### config.mk
export PLATFORM = sky130hd
export DESIGN_NAME = rr_sched_16bit_4x1mux
export DESIGN_NICKNAME = d
export VERILOG_FILES = /design/src/rtl/rr_sched_pkg.sv /design/src/rtl/rr_sched_16bit_4x1mux_pick.sv /design/src/rtl/rr_sched_16bit_4x1mux.sv
export SDC_FILE = /design/constraint.sdc
export NUM_CORES = 1
export LEC_CHECK = 0
export CELL_PAD_IN_SITES_DETAIL_PLACEMENT = 0
export CELL_PAD_IN_SITES_GLOBAL_PLACEMENT = 2
export CORE_MARGIN = 1.5
export CORE_UTILIZATION = 18
export CTS_CLUSTER_DIAMETER = 100
export DETAILED_ROUTE_END_ITERATION = 8
export PLACE_DENSITY = 0.84
export SETUP_SLACK_MARGIN = 0.4
export SYNTH_ARGS = -nofsm -noshare
export SYNTH_HDL_FRONTEND = slang
export SYNTH_HIERARCHICAL = 1
export SYNTH_SLANG_ARGS = --single-unit
### constraint.sdc
create_clock -name clk -period 1.88 [get_ports clk]
set_clock_uncertainty 0.05 [all_clocks]
set_input_delay 0.376 -clock clk [delete_from_list [all_inputs] [get_ports clk]]
set_output_delay 0.376 -clock clk [all_outputs]
set_load 0.005 [all_outputs]
### src/rtl/rr_sched_pkg.sv
// Shared types and helpers for the round-robin 4:1 mux scheduler.
package rr_sched_pkg;

    localparam int N_REQ = 4;
    localparam int IDX_W = 2;

    typedef enum logic {
        IDLE = 1'b0,
        HOLD = 1'b1
    } sched_state_t;

    function automatic logic [N_REQ-1:0] idx_to_onehot(input logic [IDX_W-1:0] idx);
        logic [N_REQ-1:0] oh;
        oh      = '0;
        oh[idx] = 1'b1;
        return oh;
    endfunction

endpackage

### src/rtl/rr_sched_16bit_4x1mux_pick.sv
// Combinational round-robin picker: searches ptr+1, ptr+2, ptr+3, ptr and returns the first set req.
// Zero latency; no flow control of its own.
module rr_pick4
    import rr_sched_pkg::*;
(
    input  logic [N_REQ-1:0] req,
    input  logic [IDX_W-1:0] ptr,
    output logic [IDX_W-1:0] win_idx,
    output logic             win_vld
);

    logic [IDX_W-1:0] cand;

    // Walk the search order backwards so the highest-priority hit is written last.
    always_comb begin
        win_idx = '0;
        win_vld = 1'b0;
        cand    = '0;
        for (int k = N_REQ; k >= 1; k--) begin
            cand = ptr + IDX_W'(k);
            if (req[cand]) begin
                win_idx = cand;
                win_vld = 1'b1;
            end
        end
    end

endmodule

### src/rtl/rr_sched_16bit_4x1mux.sv
// Round-robin scheduler driving a 16-bit 4:1 mux into a registered valid/ready slot (ARB_BURST_EN: sticky bursts).
// Latency: req to out_valid 1 cycle; one beat per cycle while out_ready stays high.
// Backpressure: out_valid & !out_ready freezes the slot and suppresses every gnt.
module rr_sched_16bit_4x1mux
    import rr_sched_pkg::*;
#(
    parameter int DATA_W    = 16,
    parameter int MAX_BURST = 4
) (
    input  logic              clk,
    input  logic              rst_n,
    input  logic [N_REQ-1:0]  req,
    input  logic [DATA_W-1:0] inp_1,
    input  logic [DATA_W-1:0] inp_2,
    input  logic [DATA_W-1:0] inp_3,
    input  logic [DATA_W-1:0] inp_4,
    output logic [N_REQ-1:0]  gnt,
    output logic              selec_1,
    output logic              selec_2,
    output logic [DATA_W-1:0] out_data,
    output logic              out_valid,
    input  logic              out_ready
);

    sched_state_t      state_q, state_d;
    logic [IDX_W-1:0]  ptr_q, ptr_d;
    logic [DATA_W-1:0] out_data_q, out_data_d;

    logic [IDX_W-1:0]  rr_idx;
    logic              rr_vld;
    logic [IDX_W-1:0]  win_idx;
    logic              win_vld;
    logic              slot_free;
    logic              accept;
    logic [DATA_W-1:0] sel_data;

    rr_pick4 u_pick (
        .req     (req),
        .ptr     (ptr_q),
        .win_idx (rr_idx),
        .win_vld (rr_vld)
    );

`ifdef ARB_BURST_EN
    localparam int CNT_W = $clog2(MAX_BURST + 1);

    // Zero means no burst in progress, so the first beat after reset never sticks to ptr=3.
    logic [CNT_W-1:0] burst_q, burst_d;
    logic             burst_hold;

    assign burst_hold = (burst_q != '0) && req[ptr_q];
    assign win_idx    = burst_hold ? ptr_q : rr_idx;
    assign win_vld    = burst_hold | rr_vld;

    always_comb begin
        burst_d = burst_q;
        if (accept) begin
            if ((win_idx == ptr_q) && (burst_q != '0)) begin
                burst_d = burst_q + CNT_W'(1);
            end else begin
                burst_d = CNT_W'(1);
            end
            if (burst_d == CNT_W'(MAX_BURST)) begin
                burst_d = '0;
            end
        end
    end

    always_ff @(posedge clk or negedge rst_n) begin
        if (!rst_n) begin
            burst_q <= '0;
        end else begin
            burst_q <= burst_d;
        end
    end
`else
    logic unused_max_burst;

    assign unused_max_burst = (MAX_BURST > 0);
    assign win_idx          = rr_idx;
    assign win_vld          = rr_vld;
`endif

    assign slot_free = (state_q == IDLE) || out_ready;
    assign accept    = slot_free && win_vld;

    always_comb begin
        sel_data = inp_1;
        case (win_idx)
            2'd1:    sel_data = inp_2;
            2'd2:    sel_data = inp_3;
            2'd3:    sel_data = inp_4;
            default: sel_data = inp_1;
        endcase
    end

    always_comb begin
        state_d    = state_q;
        ptr_d      = ptr_q;
        out_data_d = out_data_q;
        if (accept) begin
            state_d    = HOLD;
            ptr_d      = win_idx;
            out_data_d = sel_data;
        end else begin
            case (state_q)
                HOLD:    if (out_ready) state_d = IDLE;
                default: state_d = IDLE;
            endcase
        end
    end

    always_ff @(posedge clk or negedge rst_n) begin
        if (!rst_n) begin
            state_q    <= IDLE;
            ptr_q      <= IDX_W'(N_REQ - 1);
            out_data_q <= '0;
        end else begin
            state_q    <= state_d;
            ptr_q      <= ptr_d;
            out_data_q <= out_data_d;
        end
    end

    // The slot looks free while reset is asserted, so gnt is masked explicitly.
    assign gnt       = (accept && rst_n) ? idx_to_onehot(win_idx) : '0;
    assign selec_1   = win_idx[0];
    assign selec_2   = win_idx[1];
    assign out_data  = out_data_q;
    assign out_valid = (state_q == HOLD);

endmodule

# Word level (Yosys, flattened, before mapping)
# Cells that the tools add are included.
[totals]
word_cells = 43
in_bits = 71
register_bits = 19
[classes]
bitwise_logic = 1
order_cmp = 6
add_sub_neg = 3
n_reduce_logical = 4
n_eq_ne = 3
muxes = 23
[op_table]
columns = ["operator", "count"]
rows = [
  ["$pmux W16 S3", 1],
  ["$lt A2 B3 Y1 const B", 5],
  ["$mux W1", 12],
  ["$bmux W1 S2", 4],
  ["$mux W2", 4],
  ["$add A2 B2 Y2 const B", 2],
  ["$eq A2 B2 Y1 const B", 2],
  ["$mux W4", 1],
  ["$logic_and A1 B1 Y1", 3],
  ["$add A2 B1 Y2 const B", 1],
  ["$demux W1 S2", 1],
  ["$eq A2 B1 Y1 const B", 1],
  ["$ge A2 B1 Y1 const B", 1],
  ["$logic_or A1 B1 Y1", 1],
  ["$not A1 Y1", 1],
]

# Longest topological paths before layout
[depth]
word_depth = 11
ltp_mapped = 6
mapped_depth_nobuf = 5

# Hierarchy
# The synthesis kept the hierarchy.
[modules_own_cells]
columns = ["module", "seq_area_each_um2", "area_per_inst_um2", "instances", "cells_per_inst"]
rows = [
  ["rr_sched_16bit_4x1mux", 478.0, 1212.4, 1, 70],
  ["rr_pick4", 0.0, 91.3, 1, 14],
]

# Least setup slack after synthesis
# OpenSTA, ideal clock, no wires.
[synth_path]
path_kind = "register -> register"
start = "reg ptr_q[1]"
end = "reg out_data_q[15], in the netlist out_data[15]"
setup_time_ns = 0.125
path_slack_ns = -0.223
stages_incl_launch_ff = 7
period_less_slack_ns = 2.103
arrival_time_ns = 1.928
cell_sequence = "dfstp_2 -> nand2b_1 -> a21oi_2 -> o221ai_2 -> buf_6 -> mux4_2 -> mux2_4"
[synth_between]
elab_chain_cells = 8
word_cells_on_any_way = 24
[synth_lines]
columns = ["element", "line_no", "rtl"]
rows = [
  ["from (decl)", "rr_sched_16bit_4x1mux.sv:26", "logic [IDX_W-1:0] ptr_q, ptr_d;"],
  ["from (signal assigned)", "rr_sched_16bit_4x1mux.sv:116", "ptr_q <= IDX_W'(N_REQ - 1);"],
  ["from (signal assigned)", "rr_sched_16bit_4x1mux.sv:120", "ptr_q <= ptr_d;"],
  ["$add A2 B2 Y2 / $bmux W1 S2 (equally long branches)", "rr_sched_16bit_4x1mux_pick.sv:20, rr_sched_16bit_4x1mux_pick.sv:21", ""],
  ["$bmux W1 S2 / $mux W1 (equally long branches)", "rr_sched_16bit_4x1mux_pick.sv:21", "if (req[cand]) begin"],
  ["$mux W1 (implied by the code) / $mux W2 (equally long branches)", "rr_sched_16bit_4x1mux_pick.sv:21", ""],
  ["$mux W2 (2 in series)", "rr_sched_16bit_4x1mux_pick.sv:21", ""],
  ["$mux W2 *", "rr_sched_16bit_4x1mux_pick.sv:21", ""],
  ["via selec_1", "rr_sched_16bit_4x1mux.sv:18", "output logic selec_1,"],
  ["$eq A2 B2 Y1 / $eq A2 B1 Y1 (equally long branches)", "rr_sched_16bit_4x1mux.sv:89", "case (win_idx)"],
  ["$pmux W16 S3 *", "rr_sched_16bit_4x1mux.sv:89", ""],
  ["to (signal assigned)", "rr_sched_16bit_4x1mux.sv:121", "out_data_q <= out_data_d;"],
  ["to (decl)", "rr_sched_16bit_4x1mux.sv:27", "logic [DATA_W-1:0] out_data_q, out_data_d;"],
]
# The timed path passes the listed nets; every way through them passes the cells marked *. The select of a mux whose other input is x is not followed.
# A chain may end at the register's enable or synchronous reset.

# Final worst setup path
[layout_path]
start = "reg ptr_q[1]"
end = "reg out_data_q[11], in the netlist out_data[11]"
[layout_between]
elab_chain_cells = 8
word_cells_on_any_way = 24
[layout_lines]
columns = ["element", "line_no"]
rows = [
  ["$add A2 B2 Y2 / $bmux W1 S2 (equally long branches)", "rr_sched_16bit_4x1mux_pick.sv:20, rr_sched_16bit_4x1mux_pick.sv:21"],
  ["$bmux W1 S2 / $mux W1 (equally long branches)", "rr_sched_16bit_4x1mux_pick.sv:21"],
  ["$mux W1 (implied by the code) / $mux W2 (equally long branches)", "rr_sched_16bit_4x1mux_pick.sv:21"],
  ["$mux W2 (3 in series)", "rr_sched_16bit_4x1mux_pick.sv:21"],
  ["$eq A2 B2 Y1 / $eq A2 B1 Y1 (equally long branches)", "rr_sched_16bit_4x1mux.sv:89"],
  ["$pmux W16 S3", "rr_sched_16bit_4x1mux.sv:89"],
]
# Parallel ways exist; a longest one is shown, timed or not. The select of a mux whose other input is x is not followed.

==> impl_metrics.prom <==
# TYPE chip_impl_metric gauge
chip_impl_metric{name="wire_length_of_the_first_global_routing_pass",unit="µm"} 6499
chip_impl_info{name="cts_tree",value="done"} 1
chip_impl_metric{name="post_synth_mux_area_share",unit="%"} 48.56
chip_impl_metric{name="postRouteAntennaNets",unit=""} 0
chip_impl_info{name="clk_root_buffer_cell",value="sky130_fd_sc_hd__clkbuf_8"} 1
chip_impl_metric{name="final_non_filler_cells",unit=""} 294
chip_impl_metric{name="timing.slew.headroom",unit="%"} 78.69
chip_impl_metric{name="static-leakage-power",unit="nW"} 1.090
chip_impl_metric{name="clkSlewWorstSetupHoldPaths",unit="ns"} 0.08
chip_impl_metric{name="synth_nets",unit=""} 155
chip_impl_metric{name="initialDrtViolationCount",unit=""} 25
chip_impl_metric{name="initial_core_util",unit="%"} 18.88
chip_impl_metric{name="post_synth_inst_count",unit=""} 84
chip_impl_info{name="grt_setup_unrepaired",value="yes"} 1
chip_impl_metric{name="setup-violations-final",unit=""} 22
chip_impl_metric{name="fmaxAchievable",unit="GHz"} 0.4374
chip_impl_info{name="kind_of_launch_point_of_the_worst_setup_path",value="flip-flop"} 1
chip_impl_metric{name="post_drt_via_cell_ratio",unit=""} 4.082
chip_impl_info{name="worstSetupEndpointType",value="flip-flop"} 1
chip_impl_metric{name="post_route_cells_drive_above_1_share",unit="%"} 39.39
chip_impl_metric{name="ios",unit=""} 94
chip_impl_metric{name="htreeDepth",unit=""} 1
chip_impl_metric{name="yosys_register_bits",unit=""} 19
chip_impl_metric{name="globalRouteOverflowTotal",unit=""} 0
chip_impl_metric{name="timing.final.max_slew_violations",unit=""} 0
chip_impl_metric{name="synthSimpleGateAreaFrac",unit="%"} 7.390
chip_impl_metric{name="core-area",unit="µm²"} 6907
chip_impl_metric{name="die_height",unit="µm"} 88.11
chip_impl_metric{name="rows",unit=""} 30
chip_impl_metric{name="first_global_vias",unit=""} 1286
chip_impl_metric{name="synth_area_per_cell",unit="µm²"} 15.52
chip_impl_metric{name="global_route.usage.total",unit="%"} 11.31
chip_impl_metric{name="cts.hold.buffers_added",unit=""} 0
chip_impl_metric{name="grt_start_max_net_pins",unit=""} 19
chip_impl_metric{name="wirelength",unit="µm"} 4330
chip_impl_metric{name="avgRoutedWirePerCell",unit="µm"} 14.73
chip_impl_metric{name="min_period_over_period",unit="%"} 121.6
chip_impl_metric{name="initial_antenna_violation_count",unit=""} 0
chip_impl_metric{name="arrival",unit="ns"} 2.38
chip_impl_metric{name="fin_worst_hold_slack",unit="ns"} 0.4343
chip_impl_metric{name="cts_num_sinks",unit=""} 19
chip_impl_metric{name="gpl.final_weighted_congestion",unit=""} 0.6548
chip_impl_metric{name="route.detailed.drc",unit=""} 0
chip_impl_metric{name="numPortBuffers",unit=""} 93
chip_impl_metric{name="cts_buffers",unit=""} 3
chip_impl_metric{name="summed_instance_area_of_the_synthesized_netlist",unit="µm²"} 1304
chip_impl_metric{name="yosysWarningCount",unit=""} 6
chip_impl_metric{name="max-vdd-ir-drop",unit="V"} 0.0003045
chip_impl_metric{name="synthDistinctLibCells",unit=""} 23
chip_impl_info{name="main_combinational_cell_family_by_area_after_synthesis",value="multiplexers"} 1
chip_impl_metric{name="synth-compound-area-share",unit="%"} 3.071
chip_impl_info{name="worstHoldPathType",value="input pin to async pin"} 1
chip_impl_metric{name="detailed_place.area",unit="µm²"} 2452
chip_impl_metric{name="insertion_delay",unit="ns"} 0.26
chip_impl_metric{name="xor_xnor_share_of_the_synthesized_area",unit="%"} 0
chip_impl_metric{name="areaGrowthSynthToFinish",unit="%"} 99.04
chip_impl_metric{name="route.vias.total",unit=""} 1200
chip_impl_info{name="setup_cp_type",value="flip-flop to flip-flop"} 1
chip_impl_metric{name="synth_area_in_adders",unit="%"} 0
chip_impl_metric{name="worstMarginPinSlew",unit="ns"} 0.3197
chip_impl_metric{name="post_route_cell_area",unit="µm²"} 2595
chip_impl_info{name="outcome",value="finished, violations left"} 1
chip_impl_metric{name="dpl.cell_count",unit=""} 279
chip_impl_metric{name="hpwl",unit="µm"} 3368
chip_impl_metric{name="path_max_fanout",unit=""} 8
chip_impl_metric{name="timing.final.hold_violations",unit=""} 0
chip_impl_metric{name="cp_data_required_time",unit="ns"} 1.97
chip_impl_metric{name="power.density_cell_area",unit="nW/µm²"} 973.5
chip_impl_metric{name="n_antenna_cell",unit=""} 0
chip_impl_metric{name="clock_tree.buffer_depth",unit=""} 2
chip_impl_metric{name="timing.final.ws_setup",unit="ns"} -0.4062
chip_impl_metric{name="fin_nets",unit=""} 270
chip_impl_metric{name="die_area",unit="µm²"} 7762
chip_impl_metric{name="detailedRoute.firstPassIterationCount",unit=""} 4
chip_impl_metric{name="die_w",unit="µm"} 88.11
chip_impl_info{name="layout_common_cells",value="67 x sky130_fd_sc_hd__clkdlybuf4s50_1, 22 x sky130_fd_sc_hd__dlygate4sd2_1, 17 x sky130_fd_sc_hd__dfrtp_1"} 1
chip_impl_metric{name="timing.final.crit_period",unit="ns"} 2.286
chip_impl_info{name="failing_checks",value="negative setup slack"} 1
chip_impl_metric{name="cap_viol_max_count",unit=""} 0
chip_impl_info{name="mostFrequentLayoutCell",value="sky130_fd_sc_hd__clkdlybuf4s50_1"} 1
chip_impl_metric{name="yosysSeqAreaShare",unit="%"} 36.66
==> critical path, cell delays in order (launching register included) <==
cell	delay [ns]
sky130_fd_sc_hd__dfstp_2	0.58
sky130_fd_sc_hd__nand2b_4	0.14
sky130_fd_sc_hd__a21oi_4	0.05
sky130_fd_sc_hd__o221ai_4	0.29
sky130_fd_sc_hd__buf_8	0.16
sky130_fd_sc_hd__buf_12	0.13
sky130_fd_sc_hd__mux4_2	0.49
sky130_fd_sc_hd__mux2_4	0.27
==> state kept, by name, indices dropped and copies added, names as in the netlist <==
| name | count |
|---|---|
| out_data | 16 |
| ptr_q | 2 |
| out_valid | 1 |
==> power by group <==
group          switching (mW)  internal [mW]  total [mW]
sequential              0.100          0.597       0.698
combinational           0.501           1.03        1.53
clock                   0.154          0.148       0.302
==> per-stage QoR <==
stage          setup slack (ns)  TNS, ns  total power, mW  utilization [%]
2_1_floorplan           -0.2226   -3.487            1.465                -
5_1_grt                 -0.5035   -10.12            2.710            37.57
3_5_place_dp            -0.7989   -16.73            2.155            35.51
6_report                -0.4062   -7.936            2.526            37.57
4_1_cts                 -0.4571   -9.144            2.547            37.43
3_3_place_gp            -0.7737   -16.15            2.142            35.51
==> layer usage <==
layer  share of wire [%]  track usage, %
met1                  42           14.15
met2                  45           18.60
met3                  12           3.676
met4                0.55           3.409
met5                   0               0
==> path summary, 6_finish.rpt <==
check | start | cells after the start | end | slack, ns
max | ptr_q[1]$_DFFE_PN1P_ | 7 | out_data[11]$_DFFE_PN0P_ | -0.41
min in group clk | out_data[15]$_DFFE_PN0P_ | 1 | out_data[15]$_DFFE_PN0P_ | 0.46
max reg2reg | ptr_q[1]$_DFFE_PN1P_ | 7 | out_data[11]$_DFFE_PN0P_ | -0.41
min | rst_n | 2 | out_valid$_DFF_PN0_ | 0.43
min reg2reg | out_data[15]$_DFFE_PN0P_ | 1 | out_data[15]$_DFFE_PN0P_ | 0.46
max in group asynchronous | rst_n | 2 | ptr_q[1]$_DFFE_PN1P_ | 0.97
==> cells in the mapped netlist <==
cell,number,area share [%]
sky130_fd_sc_hd__dfrtp_1,17,33
sky130_fd_sc_hd__mux2_4,16,18
sky130_fd_sc_hd__mux4_2,16,28
sky130_fd_sc_hd__nand2b_1,4,1.9
sky130_fd_sc_hd__nor2_1,4,1.2
sky130_fd_sc_hd__buf_6,3,2.6
sky130_fd_sc_hd__a21oi_1,2,0.77
sky130_fd_sc_hd__clkbuf_1,2,0.58
sky130_fd_sc_hd__dfstp_2,2,4.0
sky130_fd_sc_hd__inv_1,2,0.58
sky130_fd_sc_hd__mux2_2,2,1.7
sky130_fd_sc_hd__nand2_1,2,0.58
sky130_fd_sc_hd__nor3_1,2,0.77
sky130_fd_sc_hd__a21oi_2,1,0.67
sky130_fd_sc_hd__a31oi_1,1,0.48
sky130_fd_sc_hd__and2_1,1,0.48
sky130_fd_sc_hd__and2b_1,1,0.58
sky130_fd_sc_hd__buf_4,1,0.58
sky130_fd_sc_hd__mux2i_1,1,0.77
sky130_fd_sc_hd__nand2b_4,1,1.1
sky130_fd_sc_hd__nand3_1,1,0.38
sky130_fd_sc_hd__nand4_1,1,0.48
sky130_fd_sc_hd__o221ai_2,1,1.2
==> final cells by class <==
cell class                 instances  area [µm²]
clock buffer                       3       41.29
clock inverter                     1       5.005
fill                             700        4312
inverter                           2       10.01
multi-input combinational         57       824.5
sequential                        19       478.0
tap                               96       120.1
timing repair buffer             116        1116
==> timing repair <==
action | 4_1_cts | 5_1_grt
resized for setup | 53 | 1
buffers inserted | 10 | 1
pin swaps | 5 | 1
endpoints found under the setup margin | 41 | 24
==> cell families (layout without fill, tap and decap cells) <==
logic type,after synthesis,after routing
and+or+nand+nor,17,17
muxes,35,35
AOI/OAI and AO/OA,5,5
buffers and inverters,8,122
DFF,19,19
(Power assumes the default switching activity.)
